## config.mk

```make
export PLATFORM = sky130hd
export DESIGN_NAME = ps2_keyboard_decoder
export DESIGN_NICKNAME = d
export VERILOG_FILES = /design/src/rtl/ps2_keyboard_decoder.sv
export SDC_FILE = /design/constraint.sdc
export NUM_CORES = 1
export LEC_CHECK = 0
export ABC_AREA = 0
export BUFFER_PORTS_ARGS = -buffer_cell sky130_fd_sc_hd__clkbuf_2
export CORE_MARGIN = 5
export CORE_UTILIZATION = 40
export CTS_CLUSTER_DIAMETER = 50
export DETAILED_ROUTE_END_ITERATION = 16
export PLACE_DENSITY = 0.56
export SYNTH_ARGS = -nofsm -noshare
export SYNTH_HDL_FRONTEND = slang
export SYNTH_SLANG_ARGS = --single-unit
```

## constraint.sdc

```tcl
create_clock -name clk -period 2.8 [get_ports clk]
set_input_delay 0 -clock clk [delete_from_list [all_inputs] [get_ports clk]]
set_output_delay 0 -clock clk [all_outputs]
set_load 0.01 [all_outputs]
```

## src/rtl/ps2_keyboard_decoder.sv

```systemverilog
`timescale 1ns/1ps
// ps2_keyboard_decoder
//   Receives PS/2 keyboard frames on the raw ps2_clk/ps2_data lines, decodes
//   set-2 scancodes and emits single-cycle edit events for input_buffer.
//   Only the keys the function plotter accepts are mapped to ASCII; every other
//   key is dropped.
//
// Ports
//   clk          in   system clock (25.175 MHz)
//   rst          in   asynchronous active-high reset
//   ps2_clk      in   raw PS/2 clock, asynchronous to clk
//   ps2_data     in   raw PS/2 data, asynchronous to clk
//   left         out  1-cycle pulse: cursor left
//   right        out  1-cycle pulse: cursor right
//   backspace    out  1-cycle pulse: delete symbol
//   symbol       out  ASCII code held for one cycle, 0 otherwise
//   frame_error  out  1-cycle pulse: bad start/parity/stop or timeout
//
// Event outputs carry no handshake: each is a registered one-cycle pulse in the
// cycle after the frame's stop bit is accepted; the consumer latches it.
// Receiver state is visible as the 'state' signal (IDLE = 0).
module ps2_keyboard_decoder #(
    parameter int SYMBOL_WIDTH   = 7,
    parameter int TIMEOUT_CYCLES = 50350
) (
    input  logic                    clk,
    input  logic                    rst,
    input  logic                    ps2_clk,
    input  logic                    ps2_data,
    output logic                    left,
    output logic                    right,
    output logic                    backspace,
    output logic [SYMBOL_WIDTH-1:0] symbol,
    output logic                    frame_error
);

    typedef enum logic [1:0] {
        IDLE   = 2'd0,
        DATA   = 2'd1,
        PARITY = 2'd2,
        STOP   = 2'd3
    } rx_state_t;

    localparam logic [15:0] TIMEOUT_VAL = 16'(TIMEOUT_CYCLES);

    rx_state_t   state;
    logic        clk_s1, clk_s2, clk_prev;
    logic        data_s1, data_s2;
    logic [7:0]  shreg;
    logic [2:0]  bit_cnt;
    logic        par_bit;
    logic [15:0] tcnt;
    logic        ext, brk, shift;

    logic        fall_edge;
    logic        timeout;
    logic        stop_edge;
    logic        frame_ok;
    logic        byte_valid;
    logic        frame_fail;
    logic        is_shift_key;

    logic [6:0]  dec_ascii;
    logic        dec_left, dec_right, dec_bs;

    assign fall_edge  = clk_prev & ~clk_s2;
    // The counter saturates at TIMEOUT_VAL, so the abandon fires only while a
    // frame is in progress and is released once the FSM is back in IDLE.
    assign timeout    = (state != IDLE) && (tcnt == TIMEOUT_VAL);
    assign stop_edge  = fall_edge && (state == STOP) && !timeout;
    // Odd parity over the 8 data bits plus the parity bit, and stop bit = 1.
    assign frame_ok   = data_s2 && (^{shreg, par_bit});
    assign byte_valid = stop_edge && frame_ok;
    assign frame_fail = timeout || (stop_edge && !frame_ok);
    assign is_shift_key = !ext && ((shreg == 8'h12) || (shreg == 8'h59));

    // Scancode to event map for the byte held in shreg, under current ext/shift.
    always_comb begin
        dec_ascii = 7'h00;
        dec_left  = 1'b0;
        dec_right = 1'b0;
        dec_bs    = 1'b0;
        if (ext) begin
            case (shreg)
                8'h6B:   dec_left  = 1'b1;
                8'h74:   dec_right = 1'b1;
                8'h4A:   dec_ascii = 7'h2F;
                8'h79:   dec_ascii = 7'h2B;
                default: dec_ascii = 7'h00;
            endcase
        end else begin
            case (shreg)
                8'h66: dec_bs    = 1'b1;
                8'h36: dec_ascii = shift ? 7'h5E : 7'h36;
                8'h3E: dec_ascii = shift ? 7'h2A : 7'h38;
                8'h46: dec_ascii = shift ? 7'h28 : 7'h39;
                8'h45: dec_ascii = shift ? 7'h29 : 7'h30;
                8'h55: dec_ascii = shift ? 7'h2B : 7'h00;
                8'h4E: dec_ascii = shift ? 7'h00 : 7'h2D;
                8'h4A: dec_ascii = shift ? 7'h00 : 7'h2F;
                8'h49: dec_ascii = shift ? 7'h00 : 7'h2E;
                8'h22: dec_ascii = shift ? 7'h00 : 7'h78;
                8'h16: dec_ascii = shift ? 7'h00 : 7'h31;
                8'h1E: dec_ascii = shift ? 7'h00 : 7'h32;
                8'h26: dec_ascii = shift ? 7'h00 : 7'h33;
                8'h25: dec_ascii = shift ? 7'h00 : 7'h34;
                8'h2E: dec_ascii = shift ? 7'h00 : 7'h35;
                8'h3D: dec_ascii = shift ? 7'h00 : 7'h37;
                // Keypad: shift has no effect.
                8'h70: dec_ascii = 7'h30;
                8'h69: dec_ascii = 7'h31;
                8'h72: dec_ascii = 7'h32;
                8'h7A: dec_ascii = 7'h33;
                8'h6B: dec_ascii = 7'h34;
                8'h73: dec_ascii = 7'h35;
                8'h74: dec_ascii = 7'h36;
                8'h6C: dec_ascii = 7'h37;
                8'h75: dec_ascii = 7'h38;
                8'h7D: dec_ascii = 7'h39;
                8'h79: dec_ascii = 7'h2B;
                8'h7B: dec_ascii = 7'h2D;
                8'h7C: dec_ascii = 7'h2A;
                8'h71: dec_ascii = 7'h2E;
                default: dec_ascii = 7'h00;
            endcase
        end
    end

    always_ff @(posedge clk or posedge rst) begin
        if (rst) begin
            state       <= IDLE;
            clk_s1      <= 1'b1;
            clk_s2      <= 1'b1;
            clk_prev    <= 1'b1;
            data_s1     <= 1'b1;
            data_s2     <= 1'b1;
            shreg       <= 8'h00;
            bit_cnt     <= 3'd0;
            par_bit     <= 1'b0;
            tcnt        <= 16'd0;
            ext         <= 1'b0;
            brk         <= 1'b0;
            shift       <= 1'b0;
            left        <= 1'b0;
            right       <= 1'b0;
            backspace   <= 1'b0;
            symbol      <= '0;
            frame_error <= 1'b0;
        end else begin
            clk_s1   <= ps2_clk;
            clk_s2   <= clk_s1;
            clk_prev <= clk_s2;
            data_s1  <= ps2_data;
            data_s2  <= data_s1;

            if (fall_edge)
                tcnt <= 16'd0;
            else if (tcnt != TIMEOUT_VAL)
                tcnt <= tcnt + 16'd1;

            left        <= 1'b0;
            right       <= 1'b0;
            backspace   <= 1'b0;
            symbol      <= '0;
            frame_error <= 1'b0;

            // Receiver
            if (timeout) begin
                state <= IDLE;
            end else if (fall_edge) begin
                case (state)
                    IDLE: begin
                        if (!data_s2) begin
                            state   <= DATA;
                            bit_cnt <= 3'd0;
                        end
                    end
                    DATA: begin
                        shreg   <= {data_s2, shreg[7:1]};
                        bit_cnt <= bit_cnt + 3'd1;
                        if (bit_cnt == 3'd7)
                            state <= PARITY;
                    end
                    PARITY: begin
                        par_bit <= data_s2;
                        state   <= STOP;
                    end
                    STOP: state <= IDLE;
                    default: state <= IDLE;
                endcase
            end

            // Scancode decoder
            if (byte_valid) begin
                if (shreg == 8'hE0) begin
                    ext <= 1'b1;
                end else if (shreg == 8'hF0) begin
                    brk <= 1'b1;
                end else begin
                    ext <= 1'b0;
                    brk <= 1'b0;
                    if (is_shift_key) begin
                        shift <= ~brk;
                    end else if (!brk) begin
                        left      <= dec_left;
                        right     <= dec_right;
                        backspace <= dec_bs;
                        symbol    <= SYMBOL_WIDTH'(dec_ascii);
                    end
                end
            end

            if (frame_fail) begin
                frame_error <= 1'b1;
                ext         <= 1'b0;
                brk         <= 1'b0;
            end
        end
    end

endmodule

```

=== After elaboration in Yosys (flattened, before gate mapping) ===
Cells that the tools add are included.

* Register bits after elaboration: 49
* Bits of input ports: 4
* Output and inout bits: 11
* Word-level logic and storage cells: 159

* $add $sub $neg: 2
* Equality and inequality tests: 45
* Multiplexer cells: 62
* Bitwise gates (word level): 6
* Reductions and logical operators: 26

{| class="wikitable"
|+ Operators with widths
! kind !! number
|-
| case mux 7 bit (29 select lines) || 1
|-
| equality test 8 x 7 -> 1 bit, second input constant || 22
|-
| two-way mux 6 bit || 10
|-
| equality test 8 x 6 -> 1 bit, second input constant || 7
|-
| two-way mux 7 bit || 8
|-
| two-way mux 16 bit || 2
|-
| two-way mux 1 bit || 30
|-
| equality test 8 x 5 -> 1 bit, second input constant || 3
|-
| adder 16 x 1 -> 16 bit, second input constant || 1
|-
| equality test 16 bit, second input constant || 1
|-
| equality test 8 bit, second input constant || 2
|-
| != test 16 bit, second input constant || 1
|-
| two-way mux 5 bit || 3
|-
| case mux 6 bit (2 select lines) || 1
|-
| nonzero test 2 bit || 5
|-
| != test 3 bit, second input constant || 3
|-
| AND reduction 3 bit || 3
|-
| XOR reduction 9 bit || 1
|-
| two-way mux 2 bit || 4
|-
| case mux 2 bit (4 select lines) || 1
|-
| AND reduction 4 bit || 2
|-
| logical AND 1 bit || 7
|-
| case mux 3 bit (2 select lines) || 1
|-
| NOT 1 bit || 5
|-
| 11 further kinds || 17
|}

=== Longest topological paths before layout ===
Gate-level depths: netlist of the first run.

* Depth in word-level cells: 8
* Mapped depth: 8
* Gate-level depth less buffers: 8

=== Worst setup path after synthesis of the first run ===
OpenSTA, ideal clock, no wires.

* Kind: reg2reg
* Start point: register tcnt[6]
* End point: register shreg[0]
* Library setup time: 0.125 ns
* Arrival time: 2.063 ns
* Data required time: 2.675 ns
* Setup slack: 0.613 ns
* Stages on the path, launching flop included: 6
* Buffers on the path: 0
* Period minus slack after synthesis: 2.187 ns
* Cell sequence: dfrtp_1 or4b_4 nor4_4 nand2b_4 nand3_4 mux2_2

* Word-level cells in the longest chain between the ends: 4

{| class="wikitable"
|+ Ends and longest elaborated chain
! item !! line !! source
|-
| start: declaration || 52 || <nowiki>logic [15:0] tcnt;</nowiki>
|-
| start signal: assignment || 159 || <nowiki>tcnt <= tcnt + 16'd1;</nowiki>
|-
| equality test 16 bit || 69 || <nowiki>assign timeout = (state != IDLE) && (tcnt == TIMEOUT_VAL);</nowiki>
|-
| logical AND 1 bit || 69 ||
|-
| NOT 1 bit (no source line) || n/a ||
|-
| AND reduction 3 bit (no source line) || n/a ||
|-
| end signal: assignment || 179 || <nowiki>shreg <= {data_s2, shreg[7:1]};</nowiki>
|-
| end: declaration || 49 || <nowiki>logic [7:0] shreg;</nowiki>
|}

No other way between the ends.
A chain may end at the register's enable or synchronous reset.

=== Worst setup path in the final report of the first run ===
* Start point: register shreg[4]
* End point: register symbol[2]

* Word-level cells in the longest chain between the ends: 8
* Elaborated cells between the ends (all ways): 46
* Those cells by class: eq/ne (33); mux (8); reduce/logical (5)

{| class="wikitable"
|+ Ends and longest elaborated chain
! item !! line !! source
|-
| equality test 8 x 7 -> 1 bit (tied with other cells) || 92 || <nowiki>case (shreg)</nowiki>
|-
| case mux 7 bit (29 select lines) / case mux 6 bit (2 select lines) (equally long branches) || 92, 84 ||
|-
| two-way mux 7 bit || 83 || <nowiki>if (ext) begin</nowiki>
|-
| two-way mux 7 bit || 204 || <nowiki>end else if (!brk) begin</nowiki>
|-
| two-way mux 7 bit || 202 || <nowiki>if (is_shift_key) begin</nowiki>
|-
| two-way mux 7 bit || 197 || <nowiki>end else if (shreg == 8'hF0) begin</nowiki>
|-
| two-way mux 7 bit || 195 || <nowiki>if (shreg == 8'hE0) begin</nowiki>
|-
| two-way mux 7 bit (*) || 194 || <nowiki>if (byte_valid) begin</nowiki>
|-
| end signal: assignment || 208 || <nowiki>symbol <= SYMBOL_WIDTH'(dec_ascii);</nowiki>
|-
| end: declaration || 33 || <nowiki>output logic [SYMBOL_WIDTH-1:0] symbol,</nowiki>
|}

Every way passes the cells marked *; elsewhere a longest branch is shown, timed or not.

==> results of run 1 <==
## metal layers
metal  track usage  up-vias  routed length (um)
met2         0.229       78                2830
met1         0.224     1084                3060
li1              -     1130                   -
met5             0        -                   0
met4        0.0344        0                  68
met3        0.0339       11                 375
## path summary, 6_finish.rpt
kind                                      start              endpoint  cells past startpoint  slack [ns]
hold / removal                          ps2_clk      clk_s1$_DFF_PP1_                      2        0.32
min in group asynchronous                   rst       ext$_DFFE_PP0P_                      3        0.46
hold reg to reg               data_s1$_DFF_PP1_     data_s2$_DFF_PP1_                      0        0.34
setup reg to reg           shreg[4]$_DFFE_PP0P_   symbol[2]$_DFF_PP0_                      6        0.43
setup / recovery           shreg[4]$_DFFE_PP0P_   symbol[2]$_DFF_PP0_                      6        0.43
max in group asynchronous                   rst  shreg[0]$_DFFE_PP0P_                      3        1.70
## cells by family after synthesis
group	after synthesis	share of synthesized area
mux	15	0.0566
fa+ha+maj	8	0.0343
simple gates	145	0.272
buf+inv	22	0.0287
flops	49	0.422
xor+xnor	23	0.0763
compound gates	47	0.110
## state kept, by name, summed over array words and instances (netlist names), 2 cells and up
name     flops
shreg        8
bit_cnt      3
tcnt        16
symbol       7
state        2
## layout by cell type, fill, tap and decap left out, drive strengths merged, types with 11 or more instances in the layout
cell and count:
clkbuf 20, nor3 13, a21oi 11, mux2 12
nor2 37, nand3 14, xor2 12, dfrtp 44
nand2 20, o21ai 12
## power by group through the flow
| stage | Sequential, mW | Combinational (mW) | Clock [mW] |
|---|---|---|---|
| detailed placement | 1.10 | 1.15 | 0 |
| global placement | 1.10 | 1.14 | 0 |
| floorplan | 0.947 | 1.03 | 0 |
| CTS | 1.08 | 1.15 | 0.461 |
| global route | 1.12 | 1.29 | 0.492 |
| finish | 1.08 | 1.16 | 0.442 |
## per-stage QoR
stage / setup WS (ns) / utilization
floorplan: 0.613 / -
global placement: 0.437 / 0.435
detailed placement: 0.430 / 0.435
CTS: 0.436 / 0.453
global route: 0.183 / 0.453
finish: 0.434 / 0.453
## layout make-up
type	instances	area [um2]
Fill cell	701	3930
Clock buffer	6	82.6
Inverter	5	18.8
Multi-Input combinational cell	238	1600
Sequential cell	49	1230
Tap cell	99	124
Timing Repair Buffer	27	175
Clock inverter	2	13.8
## repair_timing
| action | CTS | global route |
|---|---|---|
| hold buffers | 3 | 0 |
| hold endpoints to repair | 46 | 0 |
| setup endpoints to repair | 0 | 0 |
==> flow_metrics.env, run 1 <==
export IMPL_ys_top_cells_by_area="dfrtp_1 (38%), nor2_1 (4.8%), mux2_2 (4.6%)"
export IMPL_grt_pass1_vias=2190
export IMPL_run_status="complete, no violations"
export IMPL_p_sw_mw=1.08
export IMPL_grt_max_degree=50
export IMPL_drtPass1Iterations=4
export IMPL_numClockSinks=49
export IMPL_syn_nets=321
export IMPL_wl_per_cell_um=14.9
export IMPL_drt_total_wl_mm=6.34
export IMPL_crit_type="flop to flop"
export IMPL_yosysTopAreaCellShare=0.377
export IMPL_async_flop_share=1.00
export IMPL_synth_ff_type="dfrtp_1"
export IMPL_place_gp_congestion=0.881
export IMPL_ctsResizeCount=0
export IMPL_instances_no_fill=426
export IMPL_finalPower_mw=2.68
export IMPL_post_cts_setup_buffers=0
export IMPL_crit_fanout=19
export IMPL_critPathBufInv=0
export IMPL_drt_iter0_markers=288
export IMPL_grt_ovfl_total=0
export IMPL_fin_crit_sh=0.845
export IMPL_hold_class="input pin to flop"
export IMPL_clock_skew_ns=0.0152
export IMPL_fin_crit_ns=2.37
export IMPL_final_net_count=338
export IMPL_p_sw_frac=0.403
export IMPL_layout_drive_gt1_share=0.183
export IMPL_n_antenna_cell=0
export IMPL_placed_area_um2=3120
export IMPL_cp_start_kind="flop"
export IMPL_p_int_mw=1.60
export IMPL_antenna_found_initial=0
export IMPL_htree_levels=2
export IMPL_syn_mean_instance_area_um2=9.45
export IMPL_ir_drop_mv=0.407
export IMPL_ys_seq_elements=49
export IMPL_seq_area_frac_synth=0.422
export IMPL_area_growth_pct=11.3
export IMPL_track_usage=0.153
export IMPL_end_kind="flop"
export IMPL_synth_edf_count=0
export IMPL_clk_pin_slew_ns=0.09
export IMPL_crit_required_ns=3.00
export IMPL_power_leakage_nw=1.40
export IMPL_relSlewSlack=0.333
export IMPL_slowest_stage="dfrtp_1"
export IMPL_seq_power_share=0.404
export IMPL_cts_tree="done"
export IMPL_yosys_cell_count_top_type="dfrtp_1"
export IMPL_core_area_um2=7180
export IMPL_start_util=0.407
export IMPL_syn_inst=309
export IMPL_die_h_um=95.4
export IMPL_clockBufferDepth=2
export IMPL_cts_made_buffers=5
export IMPL_root_buffer="clkbuf_8"
export IMPL_slew_viol_final=0
export IMPL_vias=2303
export IMPL_grt_setup_unrepaired="no"
export IMPL_die_w_um=95.4
export IMPL_synth_common_cells="dfrtp_1 (44), nor2_1 (37), nand2_1 (20), clkbuf_1 (15)"
export IMPL_worst_path_largest_cell_delay_ns=0.77
export IMPL_drtAntennaViolNets=0
export IMPL_setup_viol=0
export IMPL_synth_yosys_warnings=0
export IMPL_tns_ns=0
export IMPL_num_io_pins=15
export IMPL_drc=0
export IMPL_std_cell_rows=31
export IMPL_critPathArrivalTime_ns=2.57
export IMPL_synth_largest_area_cell="dfrtp_1"
export IMPL_synth_distinct_cells=59
export IMPL_hold_viol=0
export IMPL_combinationalPowerShare=0.431
export IMPL_die_area_um2=9110
export IMPL_path_cells="xnor2_2 -> xnor3_1 -> xnor2_1 -> nand4_1 -> or2_2 -> a311oi_1"
export IMPL_timing_fmax_mhz=423
export IMPL_p_clk_frac=0.165
export IMPL_portBuffers=14
export IMPL_stdcell_area_um2=3250
export IMPL_power_density_nw_per_um2=825
export IMPL_tightest_slew_ns=1.00
export IMPL_grt_pass1_wl_mm=11.1
export IMPL_drv_cap=0
export IMPL_dp_cells=415
export IMPL_fin_hold_ws_ns=0.316
export IMPL_dpl_hpwl_mm=4.53
export IMPL_clk_latency_ns=0.31
export IMPL_vias_per_cell=5.41
export IMPL_cp_top_family="flip-flops"
export IMPL_netlist_area_um2=2920
Note: power is estimated with default switching activity, not from simulation.
==> run 2: changes to the inputs <==
ABC_AREA = 1   (was 0)
PLACE_DENSITY = 0.58   (was 0.56)
clock period = 2 ns   (was 2.8 ns; I/O delays follow)
==> run 2 against run 1 <==
Register-to-register slack got worse by 0.31 ns. Synthesized area increased by 4.4%. First-iteration DRC count decreased by 55%. Total power increased by 19%. Final cell count increased by 31%. Clock-buffer cell count unchanged. Design area increased by 4.8%. Critical path depth increased by 3. Wire length increased by 13%. Largest power group is now sequential cells.
==> flow_metrics.env, run 2 <==
export IMPL_layout_drive_gt1_share=0.131
export IMPL_ys_seq_elements=49
export IMPL_synth_compound_area_frac=0.0862
export IMPL_clockBufferDepth=2
export IMPL_synth_largest_area_cell="dfrtp_1"
export IMPL_power_leakage_nw=1.66
export IMPL_vias=2823
export IMPL_drv_cap=0
export IMPL_start_util=0.416
export IMPL_end_kind="flop"
export IMPL_p_sw_mw=1.29
export IMPL_drtPass1Iterations=4
export IMPL_synth_yosys_warnings=0
export IMPL_clock_skew_ns=0.0112
export IMPL_p_clk_frac=0.226
export IMPL_seq_area_frac_synth=0.404
export IMPL_combinationalPowerShare=0.343
export IMPL_setup_viol=0
export IMPL_syn_nets=445
export IMPL_cp_start_kind="flop"
export IMPL_grt_pass1_vias=2777
export IMPL_drt_total_wl_mm=7.15
export IMPL_crit_fanout=6
export IMPL_clk_pin_slew_ns=0.10
export IMPL_grt_setup_unrepaired="no"
export IMPL_die_area_um2=9470
export IMPL_hold_viol=0
export IMPL_netlist_area_um2=3050
export IMPL_timing_fmax_mhz=534
export IMPL_synth_simple_gate_area_frac=0.393
export IMPL_area_growth_pct=11.8
export IMPL_syn_inst=433
export IMPL_crit_type="flop to flop"
export IMPL_slew_viol_final=0
export IMPL_post_cts_setup_buffers=0
export IMPL_tns_ns=0
export IMPL_track_usage=0.155
export IMPL_async_flop_share=1.00
export IMPL_synth_common_cells="nand2_1 (122), nor2_1 (61), dfrtp_1 (44), inv_1 (43), nand3_1 (40)"
export IMPL_vias_per_cell=5.08
export IMPL_dpl_hpwl_mm=5.65
export IMPL_core_area_um2=7330
export IMPL_relSlewSlack=0.670
export IMPL_finalPower_mw=3.19
export IMPL_cts_tree="done"
export IMPL_synth_distinct_cells=35
export IMPL_synth_xor_area_share=0.00287
export IMPL_synth_ff_type="dfrtp_1"
export IMPL_drc=0
export IMPL_cts_made_buffers=5
export IMPL_r2r_start="shreg[7]$_DFFE_PP0P_"
export IMPL_std_cell_rows=31
export IMPL_synth_top_family_by_area="simple AND/OR/NAND/NOR gates"
export IMPL_grt_pass1_wl_mm=12.4
export IMPL_root_buffer="clkbuf_8"
export IMPL_drt_iter0_markers=131
export IMPL_n_antenna_cell=0
export IMPL_power_density_nw_per_um2=935
export IMPL_final_common_cell="nand2_1"
export IMPL_final_net_count=468
export IMPL_fillers=731
export IMPL_tightest_slew_ns=0.491
export IMPL_clk_latency_ns=0.30
export IMPL_max_flop_register="tcnt"
export IMPL_grt_ovfl_total=0
export IMPL_fin_crit_sh=0.937
export IMPL_yosysTopAreaCellShare=0.361
export IMPL_grt_max_degree=20
export IMPL_crit_start="shreg[7]$_DFFE_PP0P_"
export IMPL_wl_per_cell_um=12.9
export IMPL_synth_edf_count=0
export IMPL_critPathArrivalTime_ns=2.11
export IMPL_num_io_pins=15
export IMPL_place_gp_congestion=0.948
export IMPL_syn_mean_instance_area_um2=7.04
export IMPL_htree_levels=2
export IMPL_reg_top3="tcnt x16, shreg x8, symbol x7"
export IMPL_antenna_found_initial=0
export IMPL_die_h_um=97.3
export IMPL_ff2ff_path_depth=9
export IMPL_yosys_cell_count_top_type="nand2_1"
export IMPL_numClockSinks=49
export IMPL_p_sw_frac=0.405
export IMPL_synth_fa_ha_area_frac=0.0328
export IMPL_seq_power_share=0.431
export IMPL_portBuffers=14
export IMPL_crit_required_ns=2.24
export IMPL_r2r_end="symbol[0]$_DFF_PP0_"
export IMPL_largest_reg_flops=16
export IMPL_p_int_mw=1.89
export IMPL_hold_class="input pin to async pin"
export IMPL_r2r_slack_ns=0.13
export IMPL_synthMuxAreaShare=0.00369
export IMPL_run_status="complete, no violations"
export IMPL_drtAntennaViolNets=0
export IMPL_die_w_um=97.3
export IMPL_layout_common_cells="nand2_1 (122), nor2_1 (61), dfrtp_1 (44), inv_1 (42), nand3_1 (39)"
export IMPL_fin_crit_ns=1.87
export IMPL_ys_top_cells_by_area="dfrtp_1 (36%), nand2_1 (15%), nor2_1 (7.5%)"
export IMPL_ir_drop_mv=0.375
## run 2: kinds of logic after synthesis
group / Yosys count
AOI/OAI and AO/OA: 48
DFF: 49
muxes: 1
xor gates and xnor gates: 1
and+or+nand+nor: 268
buffers and inverters: 58
adders and majority gates: 8
## run 2: worst max-delay path by stage
stage / endpoint / slack (ns) / depth (start not counted)
final: symbol[0]$_DFF_PP0_ / 0.13 / 9
after global routing: ext$_DFFE_PP0P_ / 0.005 / 13
after CTS: ext$_DFFE_PP0P_ / 0.18 / 13
after detailed placement: ext$_DFFE_PP0P_ / 0.21 / 13
after global placement: symbol[0]$_DFF_PP0_ / 0.19 / 9
after floorplan: tcnt[12]$_DFFE_PP0P_ / 0.46 / 10
## run 2: layer usage
metal  vias up  wire length [um]  global-route usage
li1       1450                 -                   -
met1      1307              3090               0.185
met2        49              3730               0.283
met3        17               191              0.0266
met4         0               140              0.0490
met5         -                 0                   0
## run 2: layout make-up
class | instances | area [um2] | share of cell area
Timing Repair Buffer | 24 | 153 | 0.0448
Multi-Input combinational cell | 326 | 1600 | 0.469
Inverter | 50 | 188 | 0.0551
Sequential cell | 49 | 1230 | 0.362
Tap cell | 99 | 124 | 0.0364
Clock buffer | 6 | 72.6 | 0.0213
Clock inverter | 2 | 38.8 | 0.0114
## run 2: through the flow
step,hold WS [ns],setup slack [ns],cells,cell area [um2],util
floorplan,0.00448,0.460,433,3050,-
global placement,-0.00682,0.187,545,3250,0.443
detailed placement,-0.00700,0.206,545,3250,0.443
CTS,0.217,0.184,556,3390,0.462
global route,0.254,0.00492,556,3410,0.465
finish,0.213,0.126,556,3410,0.465
## run 2: what timing repair did
item / in CTS / in global routing
endpoints found under the hold margin: 19 / 0
endpoints found under the setup margin: 0 / 7
hold buffers: 3 / 0
resized for setup: 0 / 4
## run 2: worst max-delay path, cell delays in order (launching register included)
cell	delay, ns
dfrtp_1	0.46
inv_2	0.13
nand2_4	0.09
nor3_1	0.40
nand3_1	0.22
o21ai_1	0.16
nor2_1	0.08
nand3_1	0.12
nor2_1	0.05
nor2_1	0.10
## run 2: power by group through the flow
stage          Sequential, mW  Combinational (mW)  Clock (mW)
2_1_floorplan            1.31               0.903           0
3_3_place_gp             1.39                1.05           0
3_5_place_dp             1.39                1.08           0
4_1_cts                  1.37                1.09       0.740
5_1_grt                  1.41                1.27       0.773
6_report                 1.37                1.09       0.719
==> run 3: changes to the inputs <==
CORE_ASPECT_RATIO = 0.5   (was default)
==> run 3 against run 2 <==
First-iteration DRC count rose by 50%. Final cell count fell by 0.90%. Largest cell class unchanged. Hold slack improved by 0.088 ns. Total power rose by 3.1%. Highest routed layer unchanged.
==> flow_metrics.env, run 3 (synthesized netlist as in run 2, its figures left out) <==
export IMPL_numClockSinks=49
export IMPL_fin_crit_sh=0.909
export IMPL_power_density_nw_per_um2=959
export IMPL_root_buffer="clkbuf_16"
export IMPL_drt_iter0_markers=197
export IMPL_start_util=0.413
export IMPL_die_w_um=133
export IMPL_final_net_count=466
export IMPL_drc=0
export IMPL_largest_reg_flops=16
export IMPL_reg_top3="tcnt x16, shreg x8, symbol x7"
export IMPL_max_flop_register="tcnt"
export IMPL_slew_viol_final=0
export IMPL_clk_pin_slew_ns=0.07
export IMPL_core_area_um2=7380
export IMPL_final_common_cell="nand2_1"
export IMPL_area_growth_pct=12.4
export IMPL_layout_drive_gt1_share=0.134
export IMPL_cp_start_kind="flop"
export IMPL_layout_common_cells="nand2_1 (122), nor2_1 (59), dfrtp_1 (43), inv_1 (42), nand3_1 (39)"
export IMPL_track_usage=0.149
export IMPL_relSlewSlack=0.612
export IMPL_grt_max_degree=29
export IMPL_critPathArrivalTime_ns=2.04
export IMPL_drtPass1Iterations=5
export IMPL_antenna_found_initial=0
export IMPL_end_kind="flop"
export IMPL_wl_per_cell_um=12.1
export IMPL_n_antenna_cell=0
export IMPL_num_io_pins=15
export IMPL_timing_fmax_mhz=550
export IMPL_place_gp_congestion=0.934
export IMPL_cts_made_buffers=5
export IMPL_drtAntennaViolNets=0
export IMPL_vias=2699
export IMPL_run_status="complete, no violations"
export IMPL_grt_pass1_wl_mm=11.5
export IMPL_crit_required_ns=2.22
export IMPL_grt_pass1_vias=2471
export IMPL_dpl_hpwl_mm=5.21
export IMPL_crit_type="flop to flop"
export IMPL_clock_skew_ns=0.00556
export IMPL_tns_ns=0
export IMPL_hold_viol=0
export IMPL_crit_fanout=6
export IMPL_drv_cap=0
export IMPL_grt_setup_unrepaired="no"
export IMPL_htree_levels=2
export IMPL_clockBufferDepth=2
export IMPL_setup_viol=0
export IMPL_ir_drop_mv=0.374
export IMPL_fin_crit_ns=1.82
export IMPL_hold_class="input pin to async pin"
export IMPL_fillers=771
export IMPL_vias_per_cell=4.90
export IMPL_cts_tree="done"
export IMPL_fin_hold_ws_ns=0.301
export IMPL_drt_total_wl_mm=6.69
export IMPL_grt_ovfl_total=0
export IMPL_std_cell_rows=22
export IMPL_die_h_um=71.7
export IMPL_tightest_slew_ns=0.581
export IMPL_power_leakage_nw=1.65
export IMPL_clk_latency_ns=0.29
export IMPL_portBuffers=14
export IMPL_die_area_um2=9570
run 3: worst paths after layout:
path,from,end,slack [ns],cells past startpoint
max,tcnt[0]$_DFFE_PP0P_,left$_DFF_PP0_,0.18,11
min,rst,shreg[0]$_DFFE_PP0P_,0.30,3
max reg2reg,tcnt[0]$_DFFE_PP0P_,left$_DFF_PP0_,0.18,11
min reg2reg,clk_s1$_DFF_PP1_,clk_s2$_DFF_PP1_,0.36,0
max in group asynchronous,rst,data_s2$_DFF_PP1_,1.03,4
min in group clk,ps2_data,data_s1$_DFF_PP1_,0.33,2
run 3: repair_timing:
item                       4_1_cts  5_1_grt
setup endpoints to repair        0        6
hold buffers                     3        0
buffers inserted                 0        1
hold endpoints to repair        27        0
gates resized for setup          0        7
run 3: final cells by class:
type	instances	area [um2]	area share
Clock buffer	6	129	0.0376
Sequential cell	49	1230	0.360
Clock inverter	2	13.8	0.00402
Tap cell	96	120	0.0351
Multi-Input combinational cell	326	1600	0.468
Inverter	50	188	0.0548
Timing Repair Buffer	22	138	0.0402
run 3: worst max-delay path, stage by stage (launching register included):
cell	delay (ns)
dfrtp_1	0.39
inv_1	0.06
ha_1	0.23
nand3_1	0.10
nor2_2	0.06
nand3_2	0.10
nand2_1	0.06
inv_1	0.06
nand3_2	0.11
nor2_4	0.20
nand4_1	0.22
nor2_1	0.16
run 3: routing by layer:
metal,vias up,GRT usage,share of wire
li1,1447,-,-
met1,1205,0.197,0.50
met2,33,0.240,0.44
met3,14,0.0400,0.038
met4,0,0.0490,0.018
met5,-,0,0
run 3: per-stage QoR:
step                utilization  std cells  worst slack [ns]  total power, mW  cell area (um2)
finish                    0.464        551             0.182             3.28             3420
global route              0.464        551            0.0208             3.58             3420
CTS                       0.460        550             0.129             3.32             3390
detailed placement        0.437        539             0.146             2.44             3220
global placement          0.437        539             0.211             2.42             3220
floorplan                     -        433             0.460             2.21             3050
run 3: power by group:
| group | leakage, nW | total (mW) | switching (mW) | internal (mW) |
|---|---|---|---|---|
| logic | 0.934 | 1.06 | 0.701 | 0.360 |
| registers | 0.647 | 1.37 | 0.219 | 1.16 |
| clock network | 0.0712 | 0.846 | 0.379 | 0.467 |
| total | 1.65 | 3.28 | 1.30 | 1.98 |
